[src/rtl/pipe_stage_buf_pkg.sv]
// rtl/pipe_stage_buf_pkg.sv - shared stall polarity and state encodings for pipe_stage_buf
package pipe_stage_buf_pkg;

  localparam logic STOP    = 1'b1;
  localparam logic NO_STOP = 1'b0;

  // occupancy is driven straight from the state, so the encoding is the entry count
  typedef enum logic [1:0] {
    PSB_EMPTY = 2'd0,
    PSB_FULL  = 2'd1,
    PSB_SKID  = 2'd2
  } psb_state_e;

endpackage

[src/rtl/pipe_stage_buf.sv]
// rtl/pipe_stage_buf.sv - inter-stage buffer with valid/ready, optional skid entry and flush
module pipe_stage_buf
  import pipe_stage_buf_pkg::*;
#(
  parameter int              DATA_W    = 64,
  parameter int              DEPTH     = 1,
  parameter int              STALL_W   = 6,
  parameter int              STAGE     = 2,
  parameter logic [DATA_W-1:0] NOP_VALUE = '0
) (
  input  logic              clk,
  input  logic              rst,
  input  logic [STALL_W-1:0] stall,
  input  logic              flush,
  input  logic              in_valid,
  output logic              in_ready,
  input  logic [DATA_W-1:0] in_data,
  output logic              out_valid,
  input  logic              out_ready,
  output logic [DATA_W-1:0] out_data,
  output logic [1:0]        occupancy
);

  psb_state_e        state, state_nxt;
  logic [DATA_W-1:0] main_q, main_nxt, skid_q;
  logic              accept, issue;
  logic              unused_stall;

  assign unused_stall = ^stall;

  assign out_valid = (state != PSB_EMPTY);
  assign out_data  = main_q;
  assign occupancy = state;

  assign issue  = out_valid & out_ready & (stall[STAGE+1] == NO_STOP);
  assign accept = in_valid & in_ready & (stall[STAGE] == NO_STOP);

  generate
    if (DEPTH == 2) begin : g_skid
      // in_ready depends only on the state register, cutting the out_ready/stall path
      assign in_ready = (state != PSB_SKID);

      always_ff @(posedge clk or negedge rst) begin
        if (!rst)
          skid_q <= NOP_VALUE;
        else if (flush)
          skid_q <= NOP_VALUE;
        else if (state == PSB_FULL && accept && !issue)
          skid_q <= in_data;
        else if (state == PSB_SKID && issue)
          skid_q <= NOP_VALUE;
      end
    end else begin : g_noskid
      assign in_ready = (state == PSB_EMPTY) | issue;
      assign skid_q   = NOP_VALUE;
    end
  endgenerate

  always_comb begin
    state_nxt = state;
    main_nxt  = main_q;
    case (state)
      PSB_EMPTY: begin
        if (accept) begin
          state_nxt = PSB_FULL;
          main_nxt  = in_data;
        end
      end
      PSB_FULL: begin
        if (issue && accept) begin
          main_nxt = in_data;
        end else if (issue) begin
          state_nxt = PSB_EMPTY;
          main_nxt  = NOP_VALUE;
        end else if (accept) begin
          state_nxt = (DEPTH == 2) ? PSB_SKID : PSB_FULL;
        end
      end
      PSB_SKID: begin
        if (issue) begin
          state_nxt = PSB_FULL;
          main_nxt  = skid_q;
        end
      end
      default: begin
        state_nxt = PSB_EMPTY;
        main_nxt  = NOP_VALUE;
      end
    endcase
    // flush wins over any handshake in the same cycle
    if (flush) begin
      state_nxt = PSB_EMPTY;
      main_nxt  = NOP_VALUE;
    end
  end

  always_ff @(posedge clk or negedge rst) begin
    if (!rst) begin
      state  <= PSB_EMPTY;
      main_q <= NOP_VALUE;
    end else begin
      state  <= state_nxt;
      main_q <= main_nxt;
    end
  end

endmodule

[config.mk]
export PLATFORM = sky130hd
export DESIGN_NAME = pipe_stage_buf
export DESIGN_NICKNAME = d
export VERILOG_FILES = /design/src/rtl/pipe_stage_buf_pkg.sv /design/src/rtl/pipe_stage_buf.sv
export SDC_FILE = /design/constraint.sdc
export NUM_CORES = 1
export LEC_CHECK = 0
export ABC_AREA = 1
export CAP_MARGIN = 20
export CORE_ASPECT_RATIO = 1.1
export CORE_MARGIN = 5
export CORE_UTILIZATION = 45
export CTS_CLUSTER_DIAMETER = 40
export DETAILED_ROUTE_END_ITERATION = 7
export PLACE_DENSITY_LB_ADDON = 0.08
export SETUP_SLACK_MARGIN = 0.5
export SYNTH_ARGS = -nofsm -noshare
export SYNTH_HDL_FRONTEND = slang
export SYNTH_SLANG_ARGS = --single-unit
[constraint.sdc]
create_clock -name clk -period 2 [get_ports clk]
set_clock_uncertainty 0.2 [all_clocks]
set_input_delay 0.4 -clock clk [delete_from_list [all_inputs] [get_ports clk]]
set_output_delay 0.4 -clock clk [all_outputs]
set_load 0.02 [all_outputs]
==> reports/results.tsv <==
stage	metric	value	unit
worst_hold_path	worst hold stages	2	
final_layout	FF+latch area	0.001655	sq mm
detailed_routing	TritonRoute pass-1 iters	7	
die	die area	0.01057	sq mm
worst_setup_path	CP Launch Type	primary input	
clocking	Clock Tree Root	clkbuf_8	
worst_setup_path	reg2reg path depth	10	
yosys	post-synthesis sequential area ratio	42.61	%
worst_hold_path	Hold Crit Class	reg2reg	
yosys	Synth warnings	0	
yosys	Commonest cells post-synth	nand2_1 (274), nand3_1 (107), dfrtp_1 (66)	
die	Core Area	0.008408	sq mm
yosys	leading area contributor after synthesis	dfrtp_1	
final_layout	Post-layout nets	884	
worst_setup_path	Setup crit end kind	flip-flop	
yosys	main combinational cell family by area after synthesis	simple AND/OR/NAND/NOR gates	
final_layout	post-layout util	84.60	%
power	largest vdd supply drop	0.3957	mV
sta	min cycle time layout	1825	ps
clocking	CTS max path bufs	2	
sta	Worst-Margin Slew	369.8	ps
power	part of the power in registers	35.4	%
power	Comb power frac	31.7	%
clocking	cts bufs inserted	9	
final_layout	# fillers	458	
sta	Final Cycle Share	91.25	%
grt	vias in the first global route	4700	
detailed_routing	final WL	17090	um
worst_setup_path	Setup crit start	in_valid	
placement	RePlAce Congestion	0.7852	
sta	RSZ-0062 raised after global routing	true	
clocking	Worst-path clk slew	80	ps
detailed_routing	WL/cell	18.48	um
yosys	Synth Area per Inst	6.603	sq um
worst_setup_path	WS Path Type	in2reg	
worst_setup_path	critical path required time	2090	ps
yosys	post-synthesis mux area share	0	%
worst_setup_path	CP Max Fanout	11	
clocking	worst skew pair latency	340	ps
yosys	top-area cell type share of the netlist area	42.61	%
worst_setup_path	CP arrival	1910	ps
yosys	Post-synth EDFFs	0	
job	Max-cap violations	0	
grt	initial antenna violation count	0	
yosys	top post-synthesis cells by area	dfrtp_1 (43%), nand2_1 (27%), nand3_1 (14%)	
grt	pin count of the biggest net entering global routing	67	
yosys	Cell Area, Synth	0.003876	sq mm
worst_setup_path	Setup crit end	out_data[54]	
die	Initial Util	46.10	%
worst_setup_path	r2r startpoint	occupancy[0]	
sta	final setup fails	0	
final_layout	area delta synth->final	83.51	%
detailed_routing	routed vias	5019	
final_layout	Antenna Cells	0	
die	Die Span X	98.49	um
final_layout	final cell count without fillers	925	
yosys	Post-Synth Adder-Cell Area	0	%
grt	total grt overflow	0	
status	status	complete, no violations	
detailed_routing	Starting DRT DRC Count	264	
die	chip height	107.3	um
detailed_routing	DRC viols	0	
sta	Final Hold Vio Count	0	
grt	first-pass GRT wire length	22520	um
sta	Slew Limit Headroom	75.34	%
yosys	Gate Count Post-Synth	587	
final_layout	Multi-input gate area	0.002180	sq mm
power	Pwr Density	601.2	mW/mm^2
yosys	most common cell in the netlist	nand2_1	
clocking	CTS tree	yes	
sta	Max Freq	547.9	MHz
placement	PortBufs	138	
detailed_routing	remaining antenna violation count	0	
detailed_routing	Via-to-Cell Ratio	5.426	
clocking	H-tree depth	3	
power	Clock power frac	32.8	%
die	row count	35	
worst_hold_path	min-delay src	out_data[41]	
yosys	Synth Area in Simple Gates	45.09	%
yosys	#FFs+latches synth	66	
die	num ports	143	
placement	DP Cell Count	829	
yosys	distinct cell type count after synthesis	21	
worst_setup_path	FF-to-FF setup slack	190	ps
final_layout	layout cells sized above 1	32.06	%
placement	DP HPWL	8561	um
worst_setup_path	R2R Path End	out_data[19]	
grt	gr usage total	26.23	%
clocking	CTS sink count	66	
yosys	post-synthesis xor/xnor area fraction	0	%
power	Sw Ratio	31.15	%
yosys	Compound-Gate Fraction of Synth Area	2.098	%
yosys	Async SR Flop Fraction	100.0	%
yosys	ys flop type	dfrtp_1	
power	internal power	0.002944	W
power	sw power	0.001332	W
sta	Pins Over Slew Limit	0	
yosys	post-synth net total	662	
power	Pleak	3.820	nW
[critical path, cell delays in order]
cell,delay (ps)
clkdlybuf4s50_1,490
inv_1,80
nor2_4,170
nand3_1,150
buf_4,210
nand2_1,90
nand3_2,90
nand2_2,80
nand2_1,70
nand2_1,70
[worst min-delay path by stage]
stage                    to
3_5_place_dp   out_data[35]
5_1_grt        out_data[41]
6_report       out_data[41]
4_1_cts        out_data[16]
2_1_floorplan  occupancy[0]
3_3_place_gp   out_data[35]
[power by group through the flow]
stage	combinational [W]	clock (W)	sequential, W
floorplan	0.000355	0	0.00164
global placement	0.000943	0	0.00152
detailed placement	0.000962	0	0.00153
CTS	0.00112	0.00139	0.00149
global route	0.00143	0.00148	0.00152
finish	0.00136	0.00140	0.00151
[layout by cell type (no fill, tap or decap), types with 2 or more instances in the layout]
cell | netlist | layout
buf_8 | 0 | 4
nand2_4 | 0 | 2
inv_2 | 5 | 3
or2_1 | 7 | 7
inv_1 | 52 | 51
clkdlybuf4s50_1 | 0 | 66
clkinv_4 | 0 | 2
bufinv_16 | 0 | 3
buf_4 | 2 | 75
nor2_1 | 18 | 15
nand4_1 | 7 | 7
nand2_8 | 0 | 2
nand3_1 | 107 | 66
dfrtp_2 | 0 | 3
clkbuf_16 | 0 | 6
clkinv_2 | 0 | 2
inv_4 | 0 | 3
buf_6 | 2 | 73
nor2_4 | 0 | 4
o21ai_1 | 2 | 2
dfrtp_1 | 66 | 63
dlygate4sd2_1 | 0 | 2
nand2_1 | 274 | 263
nand2_2 | 2 | 9
clkbuf_8 | 0 | 9
nand3_2 | 1 | 36
buf_12 | 0 | 13
o211ai_1 | 7 | 7
buf_16 | 0 | 3
nand3_4 | 0 | 6
[routing by layer]
| metal | part of all wire, % | up-vias | track usage, % |
|---|---|---|---|
| li1 | - | 2283 | - |
| met1 | 34 | 2318 | 29.84 |
| met2 | 52 | 346 | 47.20 |
| met3 | 8.8 | 72 | 6.222 |
| met4 | 4.4 | 0 | 10.34 |
| met5 | 0 | - | 0 |
[through the flow]
step                      cell area [sq um]  hold WS, ps  total power, W  worst slack, ps  setup TNS (ps)
after floorplan                        4011       -95.59        0.001993            423.0               0
after global placement                 5588        253.2        0.002466           -340.3          -15640
after detailed placement               5588        243.2        0.002492           -336.0          -16320
after CTS                              6310        272.5        0.004010            252.2               0
after global routing                   7113        348.3        0.004438            116.6               0
final                                  7113        315.3        0.004277            174.9               0
[flip-flops by register name, summed over array words and instances, names as in the netlist]
name,count
occupancy,2
out_data,64
[cell families after synthesis]
| kind of cell | after synthesis |
|---|---|
| AND/OR/NAND/NOR | 417 |
| AO/OA/AOI/OAI | 12 |
| flip-flops | 66 |
| buffers and inverters | 92 |
[repair_timing]
action                                  CTS  global route
endpoints found under the hold margin    66             0
hold buffers                              1             0
cloned                                    5             7
pin swaps                                12            42
endpoints found under the setup margin  134           134
buffers inserted                         43            24
gates resized for setup                 376           116
[cell type report]
cell class	instances	share of cell area, %
clock buffers	9	1.741
well taps	111	1.953
repair buffers	246	37.63
flip-flops and latches	66	23.27
multi-input cells	429	30.64
inverters	57	3.113
clock inverters	7	1.653
Note: power is estimated with default switching activity, not from simulation.
